## config.mk

```make
export PLATFORM = sky130hd
export DESIGN_NAME = reg_file_master
export DESIGN_NICKNAME = d
export VERILOG_FILES = /design/src/rtl/reg_file_master.sv
export SDC_FILE = /design/constraint.sdc
export NUM_CORES = 1
export LEC_CHECK = 0
export CORE_ASPECT_RATIO = 0.6
export CORE_UTILIZATION = 57
export CTS_BUF_LIST = sky130_fd_sc_hd__clkbuf_8
export CTS_CLUSTER_SIZE = 16
export DETAILED_ROUTE_END_ITERATION = 16
export HOLD_SLACK_MARGIN = 0.1
export PLACE_DENSITY = 0.87
export SKIP_LAST_GASP = 1
export SLEW_MARGIN = 20
export SYNTH_ARGS = -nofsm -noshare
export SYNTH_HDL_FRONTEND = slang
export SYNTH_SLANG_ARGS = --single-unit
```

## constraint.sdc

```tcl
create_clock -name CLK -period 4.3 [get_ports CLK]
set_clock_uncertainty 0.2 [all_clocks]
set_input_delay 0.86 -clock CLK [delete_from_list [all_inputs] [get_ports CLK]]
set_output_delay 0.86 -clock CLK [all_outputs]
set_load 0.01 [all_outputs]
```

## src/rtl/reg_file_master.sv

```systemverilog
// Serial register-file master: 1-cycle command strobe, 8 address bits, 8 data bits (MSB first), DONE pulse, idle gap.
// Define REG_FILE_MASTER_RDBACK_EN to follow every write with a readback of the same address and flag mismatches on WR_ERR.
module reg_file_master #(
  parameter int unsigned IDLE_GAP = 1
) (
  input  logic       CLK,
  input  logic       RSTN,
  input  logic       REQ,
  input  logic       WE,
  input  logic [7:0] ADDR,
  input  logic [7:0] WDATA,
  output logic       READY,
  output logic       DONE,
  output logic [7:0] RDATA,
  output logic       RVALID,
  output logic       WR_ERR,
  output logic       RD_EN,
  output logic       WR_EN,
  output logic       DIN,
  input  logic       DOUT
);

  typedef enum logic [2:0] {
    ST_IDLE,
    ST_CMD,
    ST_ADDR,
    ST_DATA,
    ST_GAP
  } state_t;

  localparam logic [3:0] GAP_LAST = 4'(IDLE_GAP);

  state_t      state;
  logic [3:0]  cnt;
  logic        is_wr;
  logic        wr_phase;
  logic [7:0]  addr_q;
  logic [7:0]  wdata_q;
  logic [6:0]  shift_q;
  logic [7:0]  rd_byte;

`ifdef REG_FILE_MASTER_RDBACK_EN
  logic        rb;
  assign wr_phase = is_wr & ~rb;
`else
  assign wr_phase = is_wr;
`endif

  assign rd_byte = {shift_q, DOUT};

  // Transaction payload is captured on accept and never reset; control below qualifies its use.
  always_ff @(posedge CLK) begin
    if (state == ST_IDLE && REQ) begin
      addr_q  <= ADDR;
      wdata_q <= WDATA;
    end
    if (state == ST_DATA && !wr_phase) shift_q <= {shift_q[5:0], DOUT};
  end

  always_ff @(posedge CLK or negedge RSTN) begin
    if (!RSTN) begin
      state  <= ST_IDLE;
      cnt    <= 4'd0;
      is_wr  <= 1'b0;
`ifdef REG_FILE_MASTER_RDBACK_EN
      rb     <= 1'b0;
`endif
      READY  <= 1'b1;
      DONE   <= 1'b0;
      RVALID <= 1'b0;
      WR_ERR <= 1'b0;
      RD_EN  <= 1'b0;
      WR_EN  <= 1'b0;
      DIN    <= 1'b0;
      RDATA  <= 8'h00;
    end else begin
      // Pulses and the serial line default low every cycle.
      DONE   <= 1'b0;
      RVALID <= 1'b0;
      WR_ERR <= 1'b0;
      RD_EN  <= 1'b0;
      WR_EN  <= 1'b0;
      DIN    <= 1'b0;
      case (state)
        ST_IDLE: begin
          if (REQ) begin
            state <= ST_CMD;
            READY <= 1'b0;
            is_wr <= WE;
`ifdef REG_FILE_MASTER_RDBACK_EN
            rb    <= 1'b0;
`endif
            WR_EN <= WE;
            RD_EN <= ~WE;
          end
        end
        ST_CMD: begin
          state <= ST_ADDR;
          cnt   <= 4'd0;
          DIN   <= addr_q[7];
        end
        ST_ADDR: begin
          if (cnt == 4'd7) begin
            state <= ST_DATA;
            cnt   <= 4'd0;
            DIN   <= wr_phase ? wdata_q[7] : 1'b0;
          end else begin
            cnt <= cnt + 4'd1;
            DIN <= addr_q[3'd6 - cnt[2:0]];
          end
        end
        ST_DATA: begin
          if (cnt != 4'd7) begin
            cnt <= cnt + 4'd1;
            DIN <= wr_phase ? wdata_q[3'd6 - cnt[2:0]] : 1'b0;
          end else begin
`ifdef REG_FILE_MASTER_RDBACK_EN
            if (wr_phase) begin
              // Readback command goes out in the cycle right after the write data.
              rb    <= 1'b1;
              RD_EN <= 1'b1;
              state <= ST_CMD;
            end else begin
              DONE   <= 1'b1;
              RVALID <= 1'b1;
              RDATA  <= rd_byte;
              WR_ERR <= rb && (rd_byte != wdata_q);
              state  <= ST_GAP;
              cnt    <= 4'd0;
            end
`else
            DONE <= 1'b1;
            if (!is_wr) begin
              RVALID <= 1'b1;
              RDATA  <= rd_byte;
            end
            state <= ST_GAP;
            cnt   <= 4'd0;
`endif
          end
        end
        ST_GAP: begin
          // First GAP cycle is the DONE cycle; IDLE_GAP more follow before READY.
          if (cnt == GAP_LAST) begin
            state <= ST_IDLE;
            READY <= 1'b1;
            cnt   <= 4'd0;
          end else begin
            cnt <= cnt + 4'd1;
          end
        end
        default: begin
          state <= ST_IDLE;
          READY <= 1'b1;
          cnt   <= 4'd0;
        end
      endcase
    end
  end

endmodule

```

Yosys cells after proc, flatten, opt, wreduce, memory -nomap -nowiden
Index checks and enable logic that the tools add are counted.

storage, ports and cells
  bits in registers = 45
  word-level logic and storage cells = 70
  input bits = 21
  output and inout bits = 15

cells by class
  multiplexer cells = 30
  magnitude comparators = 1
  reductions and logical operators = 9
  $add $sub $neg = 2
  bitwise operators = 4
  equal/unequal tests = 11

operator list
  kind                 number
  $mux 1               17
  $pmux 4 s4           1
  $pmux 3 s5           1
  $mux 3               4
  $mux 4               3
  $ne 2x2->1 const B   4
  $bmux 1 s3           2
  $eq 3x2->1 const B   2
  $pmux 1 s3           2
  $reduce_and 3->1     2
  $add 4x1->4 const B  1
  $eq 4x1->1 const B   1
  $eq 4x3->1 const B   1
  $lt 3x4->1 const B   1
  $ne 4x3->1 const B   1
  $not 1->1            4
  $reduce_and 4->1     1
  $eq 3x1->1 const B   1
  $eq 3x3->1 const B   1
  $logic_not 3->1      1
  $reduce_or 3->1      1
  $sub 3x3->3 const A  1
  $logic_and 1x1->1    2
  $reduce_and 2->1     1
  $logic_not 1->1      1

Logic depth before layout (Yosys ltp)
  depth after elaboration = 6
  gate-level depth with buffers = 6

Least setup slack after synthesis
Ideal clock, no wire load.

  kind = register to register
  start = reg cnt[1]
  end = reg cnt[3]
  buffers on the path = 0
  slack = 2.442 ns
  required time = 3.976 ns
  clock period less this slack = 1.858 ns
  setup time = 0.124 ns
  arrival = 1.534 ns
  cell stages (with the launch flop) = 7
  cell sequence = dfrtp_1 inv_1 ha_1 or3b_4 a32oi_2 nor3_1 a211o_1

between the ends
  cells in the longest elaborated chain, start to end = 3
  elaborated cells on any way between the ends = 8
  those cells by class = add/sub (1); eq/ne (3); mux (4)

RTL lines
  item                                 line           text
  start, declared                      34             logic [3:0] cnt;
  start signal, assigned               108            cnt <= cnt + 4'd1;
  start signal, assigned               114            cnt <= cnt + 4'd1;
  start signal, assigned               149            cnt <= cnt + 4'd1;
  $add 4x1->4 (tied with other cells)  108, 114, 149
  $mux 4, on equally long branches     144, 103, 113
  $pmux 4 s4 (*)                       84             case (state)

Every way passes the cells marked *; elsewhere a longest branch is shown, timed or not.
A chain may end at the register's enable or synchronous reset.

Final worst setup path
  start = reg READY
  end = out READY

RTL lines
  item                    line  text
  start, declared         12    output logic READY,
  start signal, assigned  68    READY <= 1'b1;
  start signal, assigned  88    READY <= 1'b0;
  start signal, assigned  146   READY <= 1'b1;

No word-level cell between the ends.

==> results.sh <==
export IMPL_via_count=1085
export IMPL_tritoncts="built"
export IMPL_syn_num_nets=139
export IMPL_timing_rr_start="cnt[0]"
export IMPL_yosys_most_used_dff="edfxtp_1"
export IMPL_clock_tree_buffer_depth=2
export IMPL_grt_first_pass_wirelength_um=5260
export IMPL_cts_setup_buffers=0
export IMPL_worst_setup_path_type="flop to output port"
export IMPL_grt_start_max_net_pins=23
export IMPL_worst_slew_pin_transition_ns=0.595
export IMPL_gp_routability_congestion=0.793
export IMPL_die_h_um=46.1
export IMPL_insertedDiodeCount=0
export IMPL_status="finished, final reports clean"
export IMPL_max_slew_margin_rel_pct=60.2
export IMPL_timing_final_crit_period_ns=2.41
export IMPL_worst_setup_path_end_kind="output port"
export IMPL_yosys_cell_count_top_type="edfxtp_1"
export IMPL_final_period_util_pct=55.9
export IMPL_number_of_synthesized_flops_with_an_enable_pin=23
export IMPL_worst_endpoint_required_ns=3.24
export IMPL_holdBufCountCts=0
export IMPL_clock_insertion_delay_worst_skew_ns=0.29
export IMPL_totalNegativeSetupSlack_ns=0
export IMPL_first_iter_violations=70
export IMPL_syn_mean_instance_area_um2=15.9
export IMPL_power_internal_mw=1.03
export IMPL_initial_core_util_pct=62.2
export IMPL_row_count=15
export IMPL_clkSlewWorstSetupHoldPaths_ns=0.08
export IMPL_die_w_um=75.5
export IMPL_area_enclosed_by_the_die_boundary_um2=3480
export IMPL_dpl_cell_area_um2=2180
export IMPL_combPwrFrac_pct=33.6
export IMPL_ys_warnings=0
export IMPL_min_delay_start="shift_q[3]"
export IMPL_timing_rr_end="RDATA[6]"
export IMPL_min_delay_path_class="flop to flop"
export IMPL_cell_type_with_the_highest_aggregate_area_in_the_netlist="edfxtp_1"
export IMPL_area_growth_synth_to_final_pct=23.8
export IMPL_share_of_total_power_in_sequential_cells_pct=46.2
export IMPL_cp_slowest_cell="dfstp_2"
export IMPL_timing_max_transition_violations_final=0
export IMPL_critical_path_max_stage_delay_ns=0.54
export IMPL_postSynth_asyncResetShare_pct=48.9
export IMPL_final_setup_viol_count=0
export IMPL_grt_pass1_vias=1080
export IMPL_post_route_cells_drive_above_1_share_pct=17.0
export IMPL_synth_area_top_cells="edfxtp_1, dfrtp_1, mux2_2, mux4_2, buf_6"
export IMPL_wirelength_um=3380
export IMPL_grt_usage_pct=22.6
export IMPL_netlist_cell_type_count=39
export IMPL_synth_cell_area_um2=1850
export IMPL_synth_top_cell_area_share_pct=37.4
export IMPL_final_design_area_no_fill_um2=2280
export IMPL_switchingPower_uw=465
export IMPL_setup_reg_to_reg_worst_slack_ns=2.00
export IMPL_power_dens_cells_nw_per_um2=654
export IMPL_leakage_nw=0.906
export IMPL_post_cts_resized_instances=0
export IMPL_cts_root_buffer_cell="clkbuf_8"
export IMPL_antenna_violations_before_repair=0
export IMPL_worst_setup_slack_after_layout_ns=1.89
export IMPL_cts_htree_levels=2
export IMPL_worst_r2r_path_depth=4
export IMPL_clock_sinks=45
export IMPL_critical_path_peak_fanout=2
export IMPL_place_detailed_hpwl_um=2420
export IMPL_max_cap_violations=0
export IMPL_global_route_overflow_total=0
export IMPL_grt_setup_unrepaired="false"
export IMPL_critical_path_cell_chain="clkdlybuf4s50_1"
export IMPL_core_um2=2970
export IMPL_power_share_clock_pct=20.2
export IMPL_tritoncts_num_buffers=5
export IMPL_cp_data_arrival_time_ns=1.35
export IMPL_detail_route_wl_per_cell_um=17.3
export IMPL_max_freq_mhz=416
export IMPL_critical_path_n_buffers_inverters=1
export IMPL_min_to="shift_q[4]"
export IMPL_vdd_ir_drop_max_v=0.000364
export IMPL_port_buffer_count=34
export IMPL_ys_seq_elements=45
export IMPL_report_final_hold_viol_count=0
export IMPL_detail_route_antenna_nets=0
export IMPL_startpoint_class="flop"
export IMPL_ys_top_cells_by_count="edfxtp_1, dfrtp_1, mux2_2, nor2_1, nand2_1"
export IMPL_netlist_instances=116
export IMPL_drt_pre_antenna_iters=4
export IMPL_worst_hold_stages=0
export IMPL_post_layout_nets=175
export IMPL_vias_per_cell=5.56
export IMPL_drt_drc_violations_left=0
export IMPL_swShare_pct=31.2
export IMPL_path_delay_family="flip-flops"
export IMPL_synth_sequential_area_ratio_pct=67.3
export IMPL_boundaryPins=36
export IMPL_preCtsSetupSlack_ns=1.72
[through the flow]
step | hold WS, ns | total power [mW] | instances | util, %
after floorplan | 0.220 | 1.02 | 116 | -
after global placement | 0.221 | 1.15 | 187 | 73.6
after detailed placement | 0.231 | 1.19 | 187 | 73.6
after CTS | 0.248 | 1.50 | 195 | 77.2
after global routing | 0.276 | 1.57 | 195 | 77.0
final | 0.250 | 1.49 | 195 | 77.0
[worst reg2reg max path, stage by stage (launching register included)]
cell and delay, ns:
dfrtp_1 0.60, ha_1 0.32, nand3b_2 0.24, nor3_4 0.44, mux2_2 0.40
[layer usage]
| layer | track usage (%) | vias up | wire length, um |
|---|---|---|---|
| met2 | 35.2 | 45 | 1650 |
| met3 | 5.91 | 2 | 202 |
| met5 | 0 | - | 0 |
| met1 | 31.2 | 537 | 1510 |
| li1 | - | 501 | - |
| met4 | 8.89 | 0 | 19 |
[worst max path at each step]
stage	depth (start not counted)	from	endpoint	slack, ns
finish	1	READY	READY	1.89
global route	4	cnt[0]	RDATA[6]	1.85
CTS	1	READY	READY	1.89
detailed placement	3	REQ	wdata_q[3]	1.72
global placement	3	REQ	wdata_q[4]	1.80
floorplan	6	cnt[1]	cnt[3]	2.44
[cells by family (layout without fill, tap and decap cells)]
group / Yosys count / after routing / share of synthesized area, %
compound gates: 14 / 14 / 5.97
simple gates: 28 / 28 / 9.02
mux: 15 / 15 / 11.4
flops: 45 / 45 / 67.3
xor+xnor: 2 / 2 / 0.949
fa+ha+maj: 2 / 2 / 1.36
other cells: 1 / 1 / 0.203
buf+inv: 9 / 46 / 3.80
[area by class of cell]
type	count	area, um^2
flip-flops and latches	45	1240
fillers	188	681
multi-input cells	62	533
repair buffers	34	335
clock buffers	5	68.8
well taps	42	52.6
clock inverters	3	37.5
inverters	4	15.0
[placed cells by master, fill, tap and decap left out, types with 2 or more instances in the layout]
cell type        instances
nor2_1                   8
mux4_2                   4
edfxtp_1                23
nand4_1                  2
mux2_2                   8
mux2i_1                  3
dfrtp_1                 21
ha_1                     2
o21ai_0                  2
clkbuf_8                 5
nand2_1                  5
clkdlybuf4s50_1         33
inv_1                    5
nand3_1                  3
nor3_1                   3
[registers in the layout, indices dropped and copies added (netlist names)]
| name | flops |
|---|---|
| is_wr | 1 |
| shift_q | 7 |
| addr_q | 8 |
| wdata_q | 8 |
| RDATA | 8 |
| RVALID | 1 |
| DONE | 1 |
| RD_EN | 1 |
| READY | 1 |
| state | 3 |
| cnt | 4 |
| WR_EN | 1 |
| DIN | 1 |
[power by group through the flow]
| stage | Clock (mW) | Combinational (mW) | Sequential (mW) |
|---|---|---|---|
| 2_1_floorplan | 0 | 0.353 | 0.668 |
| 3_3_place_gp | 0 | 0.471 | 0.684 |
| 3_5_place_dp | 0 | 0.493 | 0.699 |
| 4_1_cts | 0.306 | 0.504 | 0.692 |
| 5_1_grt | 0.320 | 0.541 | 0.707 |
| 6_report | 0.301 | 0.502 | 0.690 |
Power figures use the tool's default switching activity.
==> variant 1, RTL diff (config.mk and constraints unchanged) <==
Build with the macro `REG_FILE_MASTER_RDBACK_EN` defined.
--- a/src/rtl/reg_file_master.sv
+++ b/src/rtl/reg_file_master.sv
@@ -1,5 +1,7 @@
 // Serial register-file master: 1-cycle command strobe, 8 address bits, 8 data bits (MSB first), DONE pulse, idle gap.
 // Define REG_FILE_MASTER_RDBACK_EN to follow every write with a readback of the same address and flag mismatches on WR_ERR.
+`define REG_FILE_MASTER_RDBACK_EN
+
 module reg_file_master #(
   parameter int unsigned IDLE_GAP = 1
 ) (
Function: same outputs for any inputs over 10 cycles, from zero or initial values and one cycle with RSTN low; that may be too few to reach the edited logic, so the function may still have changed.
==> variant 1 against the unedited design <==
Sequential cell count increased by 1; sequential share of layout area is 2.0 points lower; worst setup slack worse by 0.066 ns; critical path depth rose by 3; power increased by 6.7%; design area up 6.0%; wire length increased by 7.8%; synthesized area up 5.8%.
==> variant 1: results (changes against the unedited design) <==
Status
  – Status: finished, final reports clean (unchanged)

Clock network
  – H-Tree Depth: 2 (unchanged)
  – Clk buf depth: 2 (unchanged)
  – Clock transition at path regs: 0.08 ns (about the same)
  – CTS Root Cell: clkbuf_8 (unchanged)
  – Clock latency on the worst-skew pair: 0.30 ns
  – TritonCTS Buffers: 5 (unchanged)
  – Setup bufs post-CTS: 0 (unchanged)
  – Cts repair resizes: 0 (unchanged)

Setup path
  – R2R depth: 4 (unchanged)
  – R2R Path End: RDATA[0] (was RDATA[6])
  – Max FO, Critical Path: 10 (was 2)
  – RR Startpoint: cnt[0] (unchanged)
  – Crit path DAT: 2.45 ns (was 1.35 ns)
  – R2r setup slk: 1.83 ns (was 2.00 ns)

Pwr
  – Worst VDD drop: 372 uV (was 364 uV)
  – Leak pwr: 0.983 nW (was 0.906 nW)

Final layout
  – Filler Cell Count: 217 (was 188)
  – Fraction of layout cells with a size suffix above 1: 12.8% (was 17.0%)
  – Top Registers: RDATA (8), addr_q (8), wdata_q (8) (unchanged)
  – ANT cells: 0 (unchanged)
  – Nets: 194 (was 175)

Worst hold path
  – HP Class: reg2reg (unchanged)
  – Hold path endpoint: is_wr (was shift_q[4])
  – Hold Startpoint: is_wr (was shift_q[3])
  – Cells on Worst Hold Path: 1 (was 0)

Global route
  – Number of global-route vias before repair: 1129 (was 1080)
  – Largest net degree at the start of global routing: 24 (was 23)
  – First-pass GRT wire length: 5.53 mm (was 5.26 mm)
  – Initial antenna violation count: 0 (unchanged)
  – Total GRT Usage: 21.3% (was 22.6%)

Logic synthesis
  – Sequential share of the synthesized area: 64.9% (was 67.3%)
  – Multiplexer share of the synthesized area: 11.0% (was 11.4%)
  – Commonest cells post-synth: edfxtp_1, dfrtp_1, mux2_2 (was edfxtp_1, dfrtp_1, mux2_2, nor2_1, nand2_1)
  – Xor/xnor share of the synthesized area: 4.04% (was 0.949%)
  – Post-synth EDFFs: 23 (unchanged)
  – Compound-Gate Fraction of Synth Area: 5.64% (was 5.97%)
  – Area share of fa/ha/maj cells after synthesis: 1.28% (was 1.36%)
  – Synth top area cells: edfxtp_1, dfrtp_1, mux2_2 (unchanged)
  – Yosys warning count: 0 (unchanged)
  – Net Count, Synth: 156 (was 139)
  – Synth cell types: 38 (was 39)
  – Share of async-settable or async-resettable flops after synthesis: 50.0% (was 48.9%)

Die
  – Core area: 3260 um2 (was 2970 um2)

Detailed routing
  – DR pass1 iterations: 4 (unchanged)
  – DR vias: 1254 (was 1085)
  – Initial DRC count: 117 (was 70)
  – Routed WL: 3.64 mm (was 3.38 mm)

Placed design
  – HPWL after DPL: 2.65 mm (was 2.42 mm)
  – Port bufs: 35 (was 34)
  – GP Congestion: 0.852 (was 0.793)

STA
  – Relative slew slack: 38.9% (was 60.2%)
  – Min Hold Slack: 0.296 ns (was 0.250 ns)
[variant 1: changes by cell type after synthesis, moves of 3 or more]
cell and delta:
mux2i_1 -3, nor3b_1 +3, xor2_1 +8, nand2b_1 +3, nand3b_1 +3, mux4_2 -3
mux4_1 +3, a21oi_1 +3
[variant 1: cell type report]
class	count	area share, %
clock buffers	6	3.41
inverters	5	0.775
clock inverters	2	0.517
multi-input cells	78	26.4
well taps	45	2.33
flip-flops and latches	46	52.4
repair buffers	35	14.3
[variant 1: worst max path at each step]
stage | start | to | cells past startpoint
CTS | cnt[0] | cnt[0] | 5
floorplan | cnt[0] | DIN | 5
global placement | REQ | addr_q[0] | 3
global route | cnt[0] | RDATA[6] | 4
detailed placement | REQ | wdata_q[2] | 3
finish | cnt[0] | RDATA[0] | 4
[variant 1: per-stage QoR]
step / utilization [%] / setup WS [ns] / cell area [um2] / std cells / total power, mW
finish: 74.2 / 1.83 / 2420 / 217 / 1.59
detailed placement: 71.4 / 1.68 / 2330 / 209 / 1.32
global route: 74.2 / 1.67 / 2420 / 217 / 1.68
global placement: 71.4 / 1.75 / 2330 / 209 / 1.29
CTS: 74.3 / 1.72 / 2430 / 217 / 1.59
floorplan: - / 2.27 / 1950 / 133 / 1.12
[variant 1: logic make-up after synthesis]
kind of cell,Yosys count
muxes,14
DFF,46
AOI/OAI and AO/OA,16
xor gates and xnor gates,9
buffers and inverters,9
and+or+nand+nor,37
adders and majority gates,2
[variant 1: where the power goes]
part	internal (mW)	switching, mW	leakage, nW
clock	0.129	0.143	0.0488
combinational	0.308	0.260	0.434
sequential	0.627	0.126	0.500
[variant 1: per-layer routing]
metal,wire (um),global-route usage [%],up-vias,part of all wire [%]
met5,0,0,-,0
met4,27,5.66,0,0.74
met3,200,6.99,4,5.5
met2,1680,33.1,43,46
met1,1730,29.6,640,48
li1,-,-,567,-
[variant 1: critical path: stages (launching register included)]
cell      delay, ns
dfrtp_1        0.56
ha_1           0.35
nand3b_1       0.21
nor3_2         0.62
mux2_2         0.41
==> variant 2, RTL diff (same flow settings) <==
Without the edit above. Re-encode `state_t` (5 states) as one-hot, 5 bits wide.
--- a/src/rtl/reg_file_master.sv
+++ b/src/rtl/reg_file_master.sv
@@ -20,12 +20,12 @@
   input  logic       DOUT
 );
 
-  typedef enum logic [2:0] {
-    ST_IDLE,
-    ST_CMD,
-    ST_ADDR,
-    ST_DATA,
-    ST_GAP
+  typedef enum logic [4:0] {
+    ST_IDLE = 5'b00001,
+    ST_CMD  = 5'b00010,
+    ST_ADDR = 5'b00100,
+    ST_DATA = 5'b01000,
+    ST_GAP  = 5'b10000
   } state_t;
 
   localparam logic [3:0] GAP_LAST = 4'(IDLE_GAP);
Behaviour: same outputs for any inputs over 10 cycles, from zero or initial values and one cycle with RSTN low; not proved beyond that.
==> variant 2 against the unedited design <==
Count of clock-buffer cells in the layout increased by 1; worst setup slack got worse by 0.12 ns; synthesized cell count increased by 17%; wire length increased by 7.4%; synthesized area increased by 6.9%; design area increased by 6.7%; final cell count increased by 9.7%; non-clock buffer count unchanged; sequential cell count increased by 2; critical path type is now reg2reg.
Power is not compared: it rests on default switching activity, and its combinational part moved more than twofold at a synthesized area within 25%.
==> variant 2: results (changes against the unedited design) <==
Global route
  – Grt met2 use: 36.6% (was 35.2%)
  – First-pass GRT wire length: 5.62 mm (was 5.26 mm)
  – Largest net degree at the start of global routing: 25 (was 23)
  – Total GRT Usage: 21.4% (was 22.6%)

Logic synthesis
  – Area share of fa/ha/maj cells after synthesis: 1.27% (was 1.36%)
  – Share of async-settable or async-resettable flops after synthesis: 51.1% (was 48.9%)
  – Compound-Gate Fraction of Synth Area: 6.47% (was 5.97%)
  – Xor/xnor share of the synthesized area: 1.33% (was 0.949%)
  – Net Count, Synth: 159 (was 139)
  – Commonest cells post-synth: edfxtp_1, dfrtp_1, nor2_1 (was edfxtp_1, dfrtp_1, mux2_2, nor2_1, nand2_1)
  – Post-Syn Area per Cell: 14.5 um2 (was 15.9 um2)
  – Sequential share of the synthesized area: 65.6% (was 67.3%)
  – Synth top area cells: edfxtp_1, dfrtp_1, mux2_2 (unchanged)

Final layout
  – Final Core Density: 74.3% (was 77.0%)
  – Fraction of layout cells with a size suffix above 1: 16.0% (was 17.0%)

Detailed routing
  – Initial DRC count: 133 (was 70)
  – Drt wl/cell: 16.9 um (was 17.3 um)
  – DR vias: 1239 (was 1085)

Placed design
  – Placement Cell Area: 2320 um2 (was 2180 um2)
  – GP Congestion: 0.831 (was 0.793)

STA
  – Relative slew slack: 59.4% (was 60.2%)
  – Min Hold Slack: 0.263 ns (was 0.250 ns)

Clock network
  – Clock latency on the worst-skew pair: 0.31 ns (was 0.29 ns)

Setup path
  – R2r setup slk: 1.77 ns (was 2.00 ns)
  – Slowest cell on the critical path: dfrtp_1 (was dfstp_2)

Status
  – Status: finished, final reports clean (unchanged)
==> variant 2: cell count changes after synthesis, moves of 3 or more <==
cell,change
buf_2,+5
buf_6,-3
nand2b_1,+4
nand3b_1,+4
nor2_1,+3
o21ai_0,+3
==> variant 2: power groups by stage <==
stage / sequential [mW] / combinational, mW / clock [mW]
floorplan: 0.583 / 0.172 / 0
global placement: 0.615 / 0.205 / 0
detailed placement: 0.622 / 0.219 / 0
CTS: 0.613 / 0.219 / 0.346
global route: 0.623 / 0.238 / 0.361
finish: 0.614 / 0.218 / 0.345
==> variant 2: worst paths after layout <==
check / startpoint / to / cells after the start
max: state[1] / addr_q[7] / 4
min: shift_q[2] / shift_q[3] / 0
max reg2reg: state[1] / addr_q[7] / 4
min reg2reg: shift_q[2] / shift_q[3] / 0
max in group asynchronous: RSTN / state[3] / 1
min in group asynchronous: RSTN / state[1] / 1
==> variant 2: final cells by class <==
cell class / instances / area share (%)
clock buffers: 6 / 3.39
clock inverters: 2 / 1.59
inverters: 3 / 0.462
multi-input cells: 77 / 25.4
flip-flops and latches: 47 / 53.1
well taps: 45 / 2.31
repair buffers: 34 / 13.8
==> variant 2: kinds of logic after synthesis <==
family          Yosys count
simple gates             39
other cells               1
flops                    47
mux                      14
compound gates           18
buf+inv                  12
fa+ha+maj                 2
xor+xnor                  3
==> variant 2: stage by stage <==
stage / std cells / worst slack [ns]
floorplan: 136 / 2.15
global placement: 206 / 1.83
detailed placement: 206 / 1.75
CTS: 214 / 1.78
global route: 214 / 1.57
finish: 214 / 1.77
==> variant 2: per-layer routing <==
layer	vias to the layer above	share of wire, %
met5	-	0
met4	0	1.2
met3	4	5.4
met2	50	50
met1	617	44
li1	568	-
